===== config.mk =====
export PLATFORM = sky130hd
export DESIGN_NAME = burst_pulse_gen_flat
export DESIGN_NICKNAME = d
export VERILOG_FILES = /design/src/rtl/burst_pulse_gen_if.sv /design/src/rtl/burst_pulse_gen.sv /design/src/flat_wrapper.sv
export SDC_FILE = /design/constraint.sdc
export NUM_CORES = 1
export LEC_CHECK = 0
export CAP_MARGIN = 20
export CORE_UTILIZATION = 30
export DETAILED_ROUTE_END_ITERATION = 10
export DONT_BUFFER_PORTS = 1
export PLACE_DENSITY = 0.47
export SETUP_SLACK_MARGIN = 0.1
export SYNTH_ARGS = -nofsm -noshare
export SYNTH_HDL_FRONTEND = slang
export SYNTH_SLANG_ARGS = --single-unit

===== constraint.sdc =====
create_clock -name clk -period 1.6 [get_ports clk]
set_input_delay 0.16 -clock clk [delete_from_list [all_inputs] [get_ports clk]]
set_output_delay 0.16 -clock clk [all_outputs]
set_load 0.005 [all_outputs]

===== src/rtl/burst_pulse_gen_if.sv =====
// burst_pulse_gen_if: control/status bundle between register block and burst pulse generator
interface burst_pulse_gen_if #(
  parameter int CNT_W = 8,
  parameter int DIV_W = 4,
  parameter int REP_W = 4
);
  logic             start;
  logic             abort;
  logic [1:0]       mode;
  logic [CNT_W-1:0] len;
  logic [DIV_W-1:0] half_div;
  logic [REP_W-1:0] reps;
  logic             out_pulse;
  logic             busy;
  logic             done;
  logic [CNT_W-1:0] count;
  logic [REP_W-1:0] rep_idx;
  modport master (
    output start, abort, mode, len, half_div, reps,
    input  out_pulse, busy, done, count, rep_idx
  );
  modport slave (
    input  start, abort, mode, len, half_div, reps,
    output out_pulse, busy, done, count, rep_idx
  );
endinterface


===== src/rtl/burst_pulse_gen.sv =====
// burst_pulse_gen: counted burst of a divided square wave with oneshot/repeat/continuous modes
module burst_pulse_gen #(
  parameter int CNT_W = 8,
  parameter int DIV_W = 4,
  parameter int REP_W = 4
) (
  input logic               clk,
  input logic               rst,
  burst_pulse_gen_if.slave  bus
);
  localparam logic [0:0] IDLE = 1'b0;
  localparam logic [0:0] RUN  = 1'b1;
  logic [0:0]       state;
  logic [1:0]       m;
  logic [CNT_W-1:0] l_last;
  logic [DIV_W-1:0] h_last;
  logic [REP_W-1:0] r_last;
  logic [DIV_W-1:0] div;
  logic             last;
  logic             again;
  // end-of-burst detection and whether the run continues with another burst
  always_comb begin
    last  = bus.count == l_last;
    again = m == 2'b10 || (m == 2'b01 && bus.rep_idx != r_last);
  end
  // shadow config is stored as limit-minus-one so zero settings clamp to one
  always_ff @(posedge clk) begin
    if (rst) begin
      state         <= IDLE;
      m             <= '0;
      l_last        <= '0;
      h_last        <= '0;
      r_last        <= '0;
      div           <= '0;
      bus.out_pulse <= 1'b0;
      bus.busy      <= 1'b0;
      bus.done      <= 1'b0;
      bus.count     <= '0;
      bus.rep_idx   <= '0;
    end else if (state == IDLE) begin
      bus.done <= 1'b0;
      if (bus.start && !bus.abort) begin
        state    <= RUN;
        m        <= bus.mode;
        l_last   <= bus.len == '0 ? '0 : bus.len - 1'b1;
        h_last   <= bus.half_div == '0 ? '0 : bus.half_div - 1'b1;
        r_last   <= bus.reps == '0 ? '0 : bus.reps - 1'b1;
        bus.busy <= 1'b1;
      end
    end else if (bus.abort || (last && !again)) begin
      state         <= IDLE;
      div           <= '0;
      bus.out_pulse <= 1'b0;
      bus.busy      <= 1'b0;
      bus.done      <= !bus.abort;
      bus.count     <= '0;
      bus.rep_idx   <= '0;
    end else if (last) begin
      div           <= '0;
      bus.out_pulse <= 1'b0;
      bus.count     <= '0;
      bus.rep_idx   <= m == 2'b10 ? '0 : bus.rep_idx + 1'b1;
    end else begin
      div           <= div == h_last ? '0 : div + 1'b1;
      bus.out_pulse <= bus.out_pulse ^ (div == h_last);
      bus.count     <= bus.count + 1'b1;
    end
  end
endmodule

===== src/flat_wrapper.sv =====
// flat-port wrapper written by rule: the top's interface ports become plain ports
module burst_pulse_gen_flat 
#(
  parameter int CNT_W = 8,
  parameter int DIV_W = 4,
  parameter int REP_W = 4
)
  (clk, rst, bus_start, bus_abort, bus_mode, bus_len, bus_half_div, bus_reps, bus_out_pulse, bus_busy, bus_done, bus_count, bus_rep_idx);
  burst_pulse_gen_if #(.CNT_W(CNT_W), .DIV_W(DIV_W), .REP_W(REP_W)) bus_i ();
  input logic clk;
  input logic rst;
  input wire logic [$bits(bus_i.start)-1:0] bus_start;
  input wire logic [$bits(bus_i.abort)-1:0] bus_abort;
  input wire logic [$bits(bus_i.mode)-1:0] bus_mode;
  input wire logic [$bits(bus_i.len)-1:0] bus_len;
  input wire logic [$bits(bus_i.half_div)-1:0] bus_half_div;
  input wire logic [$bits(bus_i.reps)-1:0] bus_reps;
  output wire logic [$bits(bus_i.out_pulse)-1:0] bus_out_pulse;
  output wire logic [$bits(bus_i.busy)-1:0] bus_busy;
  output wire logic [$bits(bus_i.done)-1:0] bus_done;
  output wire logic [$bits(bus_i.count)-1:0] bus_count;
  output wire logic [$bits(bus_i.rep_idx)-1:0] bus_rep_idx;
  assign bus_i.start = bus_start;
  assign bus_i.abort = bus_abort;
  assign bus_i.mode = bus_mode;
  assign bus_i.len = bus_len;
  assign bus_i.half_div = bus_half_div;
  assign bus_i.reps = bus_reps;
  assign bus_out_pulse = bus_i.out_pulse;
  assign bus_busy = bus_i.busy;
  assign bus_done = bus_i.done;
  assign bus_count = bus_i.count;
  assign bus_rep_idx = bus_i.rep_idx;
  burst_pulse_gen #(.CNT_W(CNT_W), .DIV_W(DIV_W), .REP_W(REP_W)) u_core (.clk(clk), .rst(rst), .bus(bus_i));
endmodule

# Yosys cells after proc, flatten, opt, wreduce, memory -nomap -nowiden
# Index checks and enable logic that the tools add are counted.
[classes]
addsub = 6
multipliers = 0
div = 0
order_cmp = 0
n_eq_ne = 6
n_shift = 0
muxes = 19
n_bitwise = 2
reduce_logical = 16
[ops]
columns = ["operator", "n"]
rows = [
  ["$mux W4", 8],
  ["$mux W8", 3],
  ["$add A4 B1 Y4 const B", 2],
  ["$add A8 B1 Y8 const B", 1],
  ["$eq A8 B8 Y1", 1],
  ["$logic_not A4 Y1", 2],
  ["$logic_not A8 Y1", 1],
  ["$mux W1", 8],
  ["$sub A4 B1 Y4 const B", 2],
  ["$sub A8 B1 Y8 const B", 1],
  ["$reduce_and A2 Y1", 3],
  ["$eq A4 B4 Y1", 1],
  ["$ne A4 B4 Y1", 1],
  ["$reduce_bool A2 Y1", 2],
  ["$logic_and A1 B1 Y1", 3],
  ["$eq A2 B1 Y1 const B", 1],
  ["$eq A2 B2 Y1 const B", 1],
  ["$logic_not A1 Y1", 2],
  ["$logic_or A1 B1 Y1", 2],
  ["$ne A2 B2 Y1 const B", 1],
  ["$reduce_or A2 Y1", 1],
  ["$not A1 Y1", 1],
  ["$xor A1 B1 Y1", 1],
]
[word_totals]
ff_bits = 38
latchBits = 0
mem_bits_rw = 0
romBits = 0
inputBits = 22
out_inout_bits = 15
elab_cells = 60
n_memories = 0

# Logic depth before layout (Yosys ltp)
# Gate-level depths: netlist of run 1.
[depth]
ltp_word = 8
depth_mapped = 7
ltp_nobuf = 7

# Worst setup path before layout of run 1
# OpenSTA, ideal clock, no wires.
[synth_path]
path_type = "register -> register"
start = "reg u_core.bus.count[0]"
end = "reg u_core.bus.rep_idx[3]"
setup_time_ns = 0.079
arrival_ns = 1.452
slack_ns = 0.069
path_stages_with_launch = 6
path_buffers = 0
period_less_slack_ns = 1.531
cell_sequence = "dfxtp_1 -> xor2_1 -> nor4_4 -> nand4_2 -> or3_1 -> o211ai_1"
[synth_via]
elab_chain_cells = 5
word_cells_on_any_way = 6
[synth_rtl]
columns = ["element", "line", "source"]
rows = [
  ["start: declaration", "burst_pulse_gen_if.sv:24", "output out_pulse, busy, done, count, rep_idx"],
  ["start signal: assignment", "burst_pulse_gen.sv:66", "bus.count <= bus.count + 1'b1;"],
  ["$eq A8 B8 Y1 *", "burst_pulse_gen.sv:23", "last = bus.count == l_last;"],
  ["$logic_and A1 B1 Y1", "burst_pulse_gen.sv:50", "end else if (bus.abort || (last && !again)) begin"],
  ["$logic_or A1 B1 Y1", "burst_pulse_gen.sv:50", ""],
  ["$reduce_bool A2 Y1 (no line)", "-", ""],
  ["$reduce_and A2 Y1 (no line)", "-", ""],
  ["end signal: assignment", "burst_pulse_gen.sv:62", "bus.rep_idx <= m == 2'b10 ? '0 : bus.rep_idx + 1'b1;"],
  ["end: declaration", "burst_pulse_gen_if.sv:24", ""],
]
# Every way passes the cells marked *; elsewhere a longest branch is shown, timed or not.
# A chain may end at the register's enable or synchronous reset.

# Worst setup path after layout of run 1
[layout_path]
start = "reg u_core.l_last[6]"
end = "reg u_core.bus.rep_idx[2]"
[layout_via]
elab_chain_cells = 5
word_cells_on_any_way = 6
[layout_rtl]
columns = ["element", "line", "source"]
rows = [
  ["start: declaration", "burst_pulse_gen.sv:15", "logic [CNT_W-1:0] l_last;"],
  ["start signal: assignment", "burst_pulse_gen.sv:45", "l_last <= bus.len == '0 ? '0 : bus.len - 1'b1;"],
  ["$eq A8 B8 Y1 *", "burst_pulse_gen.sv:23", ""],
  ["$logic_and A1 B1 Y1", "burst_pulse_gen.sv:50", ""],
  ["$logic_or A1 B1 Y1", "burst_pulse_gen.sv:50", ""],
  ["$reduce_bool A2 Y1 (no line)", "-", ""],
  ["$reduce_and A2 Y1 (no line)", "-", ""],
]
# Marks and branches as above.

==> reports/qor.yml, run 1 <==
run_status:
  outcome: "complete, no violations"
layout:
  antenna_cells: 0
  nets: 274
  final_cells: 323
  synthToLayoutAreaGrowth_pct: 21.9
  fin_area_um2: 2320
  drive_gt1_share_pct: 19.8
synthesis:
  synth.largest_area_cell: "dfxtp_1"
  synth-edff-count: 0
  yosysWarningCount: 0
  postSynthAreaPerCell_um2: 8.63
  synthDistinctLibCells: 41
  synth-seq-area-share_pct: 39.9
  async_reset_ff_share_pct: 0
  synthCells: 221
  synth_nets: 248
  ys_dominant_reg_cell: "dfxtp_1"
  ys_top_cells_by_area: "dfxtp_1 (40%), xor2_1 (9.2%), nor2_1 (6.9%)"
  ys_ff_latch: 38
  synth_top_area_share_pct: 39.9
  synth_area_um2: 1910
global_route:
  grt_max_degree: 22
  grt.overflow.total: 0
  grt_use_total_pct: 13.6
  antenna_found_initial: 0
  grt_pass1_vias: 1405
  grt_pass1_wl_um: 6820
place:
  dp.cells: 312
  io_buffers: 0
  dpl-instance-area_um2: 2160
  place_hpwl_um: 3370
  gp_congestion: 0.718
die:
  rows: 28
  fp.dieArea_um2: 6680
  die_w_um: 81.7
  io_pins: 37
  initial_core_util_pct: 31.6
  fp.dieH_um: 81.7
  core_area_um2: 6030
setup_path:
  endpoint_kind: "register"
  critPathArrivalTime_ps: 1750
  critPathLaunchType: "register"
  crit_type: "register to register"
  crit_required_ps: 1780
  cp_max_fo: 8
clock_tree:
  clk_path_buf_depth: 2
  cts_sinks: 38
  clkLatencyLatePin_ps: 290
  path_clk_slew_ps: 80
  cts_root_buffer: "clkbuf_8"
  htree_num_levels: 2
  cts_tree: "built"
  cts_made_buffers: 5
route:
  wl_per_cell_um: 13.4
  drc: 0
  wl_um: 4340
  first_iter_violations: 82
  vias: 1570
  detail-route-antenna-nets: 0
  routed_via_density: 4.86
  first_pass_iters: 4
power:
  leakagePower_nw: 0.930
  p_per_area_nw_per_um2: 874
  power.total_mw: 2.03
  irDropWorstVdd_mv: 0.284
sta:
  min_period_ps: 1580
  fin_skew_ps: 9.05
  drv_slew: 0
  worstMarginPinSlew_ps: 843
  hold_viol: 0
  slew_headroom_pct: 43.6
  hold_ws_ps: 12.8
  rsz0062_at_grt: "true"
  setup_viol: 0
  post-route-period-util_pct: 98.5
  fmax_ghz: 0.635
worst_hold_path:
  hold_class: "input pin to register"
flow_run:
  maxCapViolations: 0
-- sequential cells by signal, summed over array words and instances, names as in the netlist --
register              count
u_core.bus.busy           1
u_core.bus.rep_idx        4
u_core.m                  2
u_core.bus.done           1
u_core.l_last             8
u_core.bus.count          8
u_core.h_last             4
u_core.state              1
u_core.r_last             4
u_core.bus.out_pulse      1
u_core.div                4
-- through the flow --
stage | setup TNS [ps] | utilization, % | setup WS, ps
floorplan | 0 | - | 90.4
CTS | 0 | 38.2 | 14.3
detailed placement | 0 | 35.9 | 29.3
global placement | 0 | 35.9 | 45.8
finish | 0 | 38.6 | 24.2
global route | -206 | 38.6 | -31.8
-- worst paths after layout --
| check | slack [ps] | cells past startpoint | endpoint | startpoint |
|---|---|---|---|---|
| max | 20 | 6 | u_core.bus.rep_idx[2] | u_core.l_last[6] |
| min | 10 | 2 | u_core.m[0] | bus_mode[0] |
| max reg2reg | 20 | 6 | u_core.bus.rep_idx[2] | u_core.l_last[6] |
| min reg2reg | 470 | 2 | u_core.l_last[0] | u_core.l_last[0] |
-- synthesized netlist by cell type, drive strengths merged, types with 2 or more instances --
library cell / number
and4: 2
mux2i: 2
nor2b: 2
nand4: 4
a211oi: 3
nor3: 9
ha: 5
o21ai: 11
and2: 2
or4b: 2
clkbuf: 6
nor2: 36
inv: 8
xor2: 20
xnor2: 9
dfxtp: 38
nand2: 20
a31oi: 2
o311ai: 2
and3: 2
a311oi: 2
a22oi: 6
a21oi: 8
nand2b: 4
nand3: 2
nor4: 4
-- worst max-delay path: stages (launching register included) --
cell	delay, ps
dfxtp_2	340
xor2_2	180
nor4_4	370
a21boi_1	210
nor2_2	170
buf_12	130
o21ai_0	60
-- report_power, final --
part           total (mW)  switching (mW)  internal, mW
clock               0.767           0.332         0.435
sequential           1.01          0.0268         0.980
combinational       0.257           0.134         0.123
-- cell families (layout without fill, tap and decap cells) --
| kind of cell | count (synthesis) | after routing | synth area share, % |
|---|---|---|---|
| flip-flops | 38 | 38 | 39.9 |
| adder cells (fa/ha/maj) | 5 | 5 | 3.28 |
| XOR/XNOR | 29 | 29 | 13.3 |
| buffers and inverters | 14 | 41 | 2.76 |
| AND/OR/NAND/NOR | 91 | 91 | 24.5 |
| multiplexers | 2 | 2 | 1.05 |
| AO/OA/AOI/OAI | 42 | 42 | 15.2 |
-- routing by layer --
metal | global-route usage, % | part of all wire [%] | vias to the layer above
li1 | - | - | 829
met1 | 19.1 | 55 | 710
met2 | 18.8 | 39 | 27
met3 | 4.67 | 5.1 | 4
met4 | 4.74 | 1.1 | 0
met5 | 0 | 0 | -
-- cell usage in the layout (no fill, tap or decap), types with 3 or more instances in the layout --
cell type  count
a211oi_1       3
a21oi_1        8
a22oi_1        6
buf_4         22
clkbuf_8       8
dfxtp_1       33
dfxtp_2        5
ha_1           5
inv_1          8
nand2_1       20
nand2b_1       4
nand4_1        3
nor2_1        35
nor3_1         9
o21ai_0       10
xnor2_1        9
xor2_1        19
-- final cells by class --
type                       count  area [um^2]
timing repair buffer          25          205
fill                         615         3700
clock buffer                   8          110
multi-input combinational    169         1120
tap                           75         93.8
sequential                    38          767
inverter                       8         30.0
-- repair_timing --
| action | CTS | global route |
|---|---|---|
| endpoints found under the setup margin | 15 | 18 |
| gates resized for setup | 2 | 4 |
| pin swaps | 0 | 3 |
| hold endpoints to repair | 21 | 0 |
| buffers inserted | 0 | 1 |
| cloned | 0 | 0 |
| hold buffers | 2 | 0 |
(Power assumes the default switching activity.)
==> run 2: changes to the inputs <==
--- a/config.mk
+++ b/config.mk
@@ -5,11 +5,12 @@
 export SDC_FILE = /design/constraint.sdc
 export NUM_CORES = 1
 export LEC_CHECK = 0
+export ABC_AREA = 1
 export CAP_MARGIN = 20
-export CORE_UTILIZATION = 30
+export CORE_UTILIZATION = 62
 export DETAILED_ROUTE_END_ITERATION = 10
 export DONT_BUFFER_PORTS = 1
-export PLACE_DENSITY = 0.47
+export PLACE_DENSITY = 0.81
 export SETUP_SLACK_MARGIN = 0.1
 export SYNTH_ARGS = -nofsm -noshare
 export SYNTH_HDL_FRONTEND = slang
==> run 2 against run 1 <==
- register-to-register slack better by 160 ps
- wire length up 9.0%
- worst hold slack worse by 11 ps
- highest routed layer unchanged
==> reports/qor.yml, run 2 <==
power:
  p_per_area_nw_per_um2: 777
  leakagePower_nw: 1.08
  irDropWorstVdd_mv: 0.560
layout:
  final_common_cell: "nand2_1"
  synthToLayoutAreaGrowth_pct: 13.9
  fin_util_pct: 76.3
  drive_gt1_share_pct: 12.8
  nets: 369
  most-common-layout-cells: "nand2_1 (83), inv_1 (45), nor2_1 (44), dfxtp_1 (29), a21oi_1 (23)"
  multi_input_area_um2: 1170
  num-fill-cells: 269
  reg_top3: "u_core.bus.count (8), u_core.l_last (8)"
  regArea_um2: 774
  antenna_cells: 0
  fin_area_um2: 2410
die:
  initial_core_util_pct: 67.0
  die_w_um: 60.4
  core_area_um2: 3150
  fp.dieArea_um2: 3650
  fp.dieH_um: 60.4
  io_pins: 37
  rows: 20
sta:
  worstMarginPinSlew_ps: 606
  setup_tns_ps: 0
  rsz0062_at_grt: "true"
  setup_viol: 0
  hold_viol: 0
  drv_slew: 0
  hold_ws_ps: 2.24
  fmax_ghz: 0.708
  min_period_ps: 1410
  fin_skew_ps: 12.9
  post-route-period-util_pct: 88.3
  slew_headroom_pct: 59.5
synthesis:
  ys_top_cells_by_area: "dfxtp_1 (36%), nand2_1 (15%), nor2_1 (8.3%)"
  synth_nets: 347
  ys_ff_latch: 38
  synth.largest_area_cell: "dfxtp_1"
  synth-edff-count: 0
  ys_top_cells_by_count: "nand2_1 (83), nor2_1 (47), inv_1 (46)"
  ys_dominant_reg_cell: "dfxtp_1"
  synth_area_um2: 2110
  synthDistinctLibCells: 29
  synth_top_area_share_pct: 36.0
  yosysWarningCount: 0
  post-synth-top-count-cell: "nand2_1"
  synth-seq-area-share_pct: 36.0
  synthCells: 320
  async_reset_ff_share_pct: 0
  postSynthAreaPerCell_um2: 6.60
clock_tree:
  cts_root_buffer: "clkbuf_4"
  path_clk_slew_ps: 120
  htree_num_levels: 2
  clkLatencyLatePin_ps: 350
  cts_sinks: 38
  cts_tree: "built"
  cts_made_buffers: 5
  clk_path_buf_depth: 2
worst_hold_path:
  hold_class: "input pin to register"
  min_path_cells: 3
flow_run:
  maxCapViolations: 0
global_route:
  grt_pass1_wl_um: 7420
  grt_use_total_pct: 27.8
  antenna_found_initial: 0
  grt_max_degree: 19
  grt_pass1_vias: 1812
  grt.overflow.total: 0
route:
  detail-route-antenna-nets: 0
  first_iter_violations: 131
  routed_via_density: 5.13
  vias: 1984
  drc: 0
  wl_per_cell_um: 12.2
  wl_um: 4730
  first_pass_iters: 4
setup_path:
  critPathLaunchType: "register"
  cp_max_fo: 7
  crit_type: "register to register"
  crit_required_ps: 1870
  critPathArrivalTime_ps: 1680
  endpoint_kind: "register"
  rr_worst_depth: 9
place:
  dpl-instance-area_um2: 2220
  gp_congestion: 0.836
  io_buffers: 0
  place_hpwl_um: 3430
run_status:
  outcome: "complete, no violations"
-- run 2: cell count changes in the layout (fill, tap and decap cells not counted), moves of 7 or more --
cell	delta
nand2_1	+63
inv_1	+37
a21oi_1	+15
nand3_1	+14
buf_4	-10
nor2_1	+9
clkbuf_8	-7
xor2_1	-7
-- run 2: critical path, stage by stage, from the launching register on --
cell and delay, ps:
dfxtp_2 350, inv_1 110, nand2_1 70, nand2_1 80, nor2_2 50, nand2_1 100, nor2_4 60, o21ai_4 230
nand2_2 140, nor3_1 150
-- run 2: logic make-up (layout without fill, tap and decap cells) --
group	count (synthesis)	after routing	synth area share, %
multiplexers	1	1	0.474
flip-flops	38	38	36.0
AND/OR/NAND/NOR	168	168	34.3
adder cells (fa/ha/maj)	5	5	2.96
buffers and inverters	53	75	9.59
AO/OA/AOI/OAI	40	41	10.5
XOR/XNOR	15	15	6.22
-- run 2: what timing repair did --
action                     in CTS  in global routing
hold endpoints to repair       18                  1
setup endpoints to repair       2                 19
pin swaps                       0                  3
gates cloned                    0                  1
resized for setup               1                 14
hold buffers                    7                  1
setup buffers                   0                  2
-- run 2: per-stage QoR --
stage	power (mW)	worst slack, ps	instances
4_1_cts	1.85	130	383
5_1_grt	1.97	57.4	387
3_5_place_dp	1.32	112	368
6_report	1.87	187	387
2_1_floorplan	1.26	308	320
3_3_place_gp	1.31	154	368
-- run 2: layer usage --
metal / part of all wire, % / GRT usage (%) / vias up
li1: - / - / 1050
met1: 47 / 35.3 / 868
met2: 46 / 45.8 / 59
met3: 5.8 / 6.61 / 7
met4: 1.1 / 10.3 / 0
met5: 0 / 0 / -
-- run 2: cell type report --
cell class              instances  area share (%)
flip-flops and latches         38            32.2
well taps                      44            2.29
clock buffers                   7            2.29
clock inverters                 1           0.208
multi-input cells             230            48.6
repair buffers                 20            7.07
inverters                      47            7.33
-- run 2: final timing paths --
kind / start / end / slack, ps
worst max-delay path: u_core.bus.count[5] / u_core.bus.count[5] / 190
worst min-delay path: bus_abort / u_core.bus.rep_idx[3] / 2
worst max register to register: u_core.bus.count[5] / u_core.bus.count[5] / 190
worst min register to register: u_core.m[1] / u_core.m[1] / 480
-- run 2: where the power goes --
| group | internal, mW | switching (mW) |
|---|---|---|
| sequential | 0.983 | 0.0320 |
| clock | 0.213 | 0.311 |
| combinational | 0.136 | 0.196 |
| total | 1.33 | 0.540 |
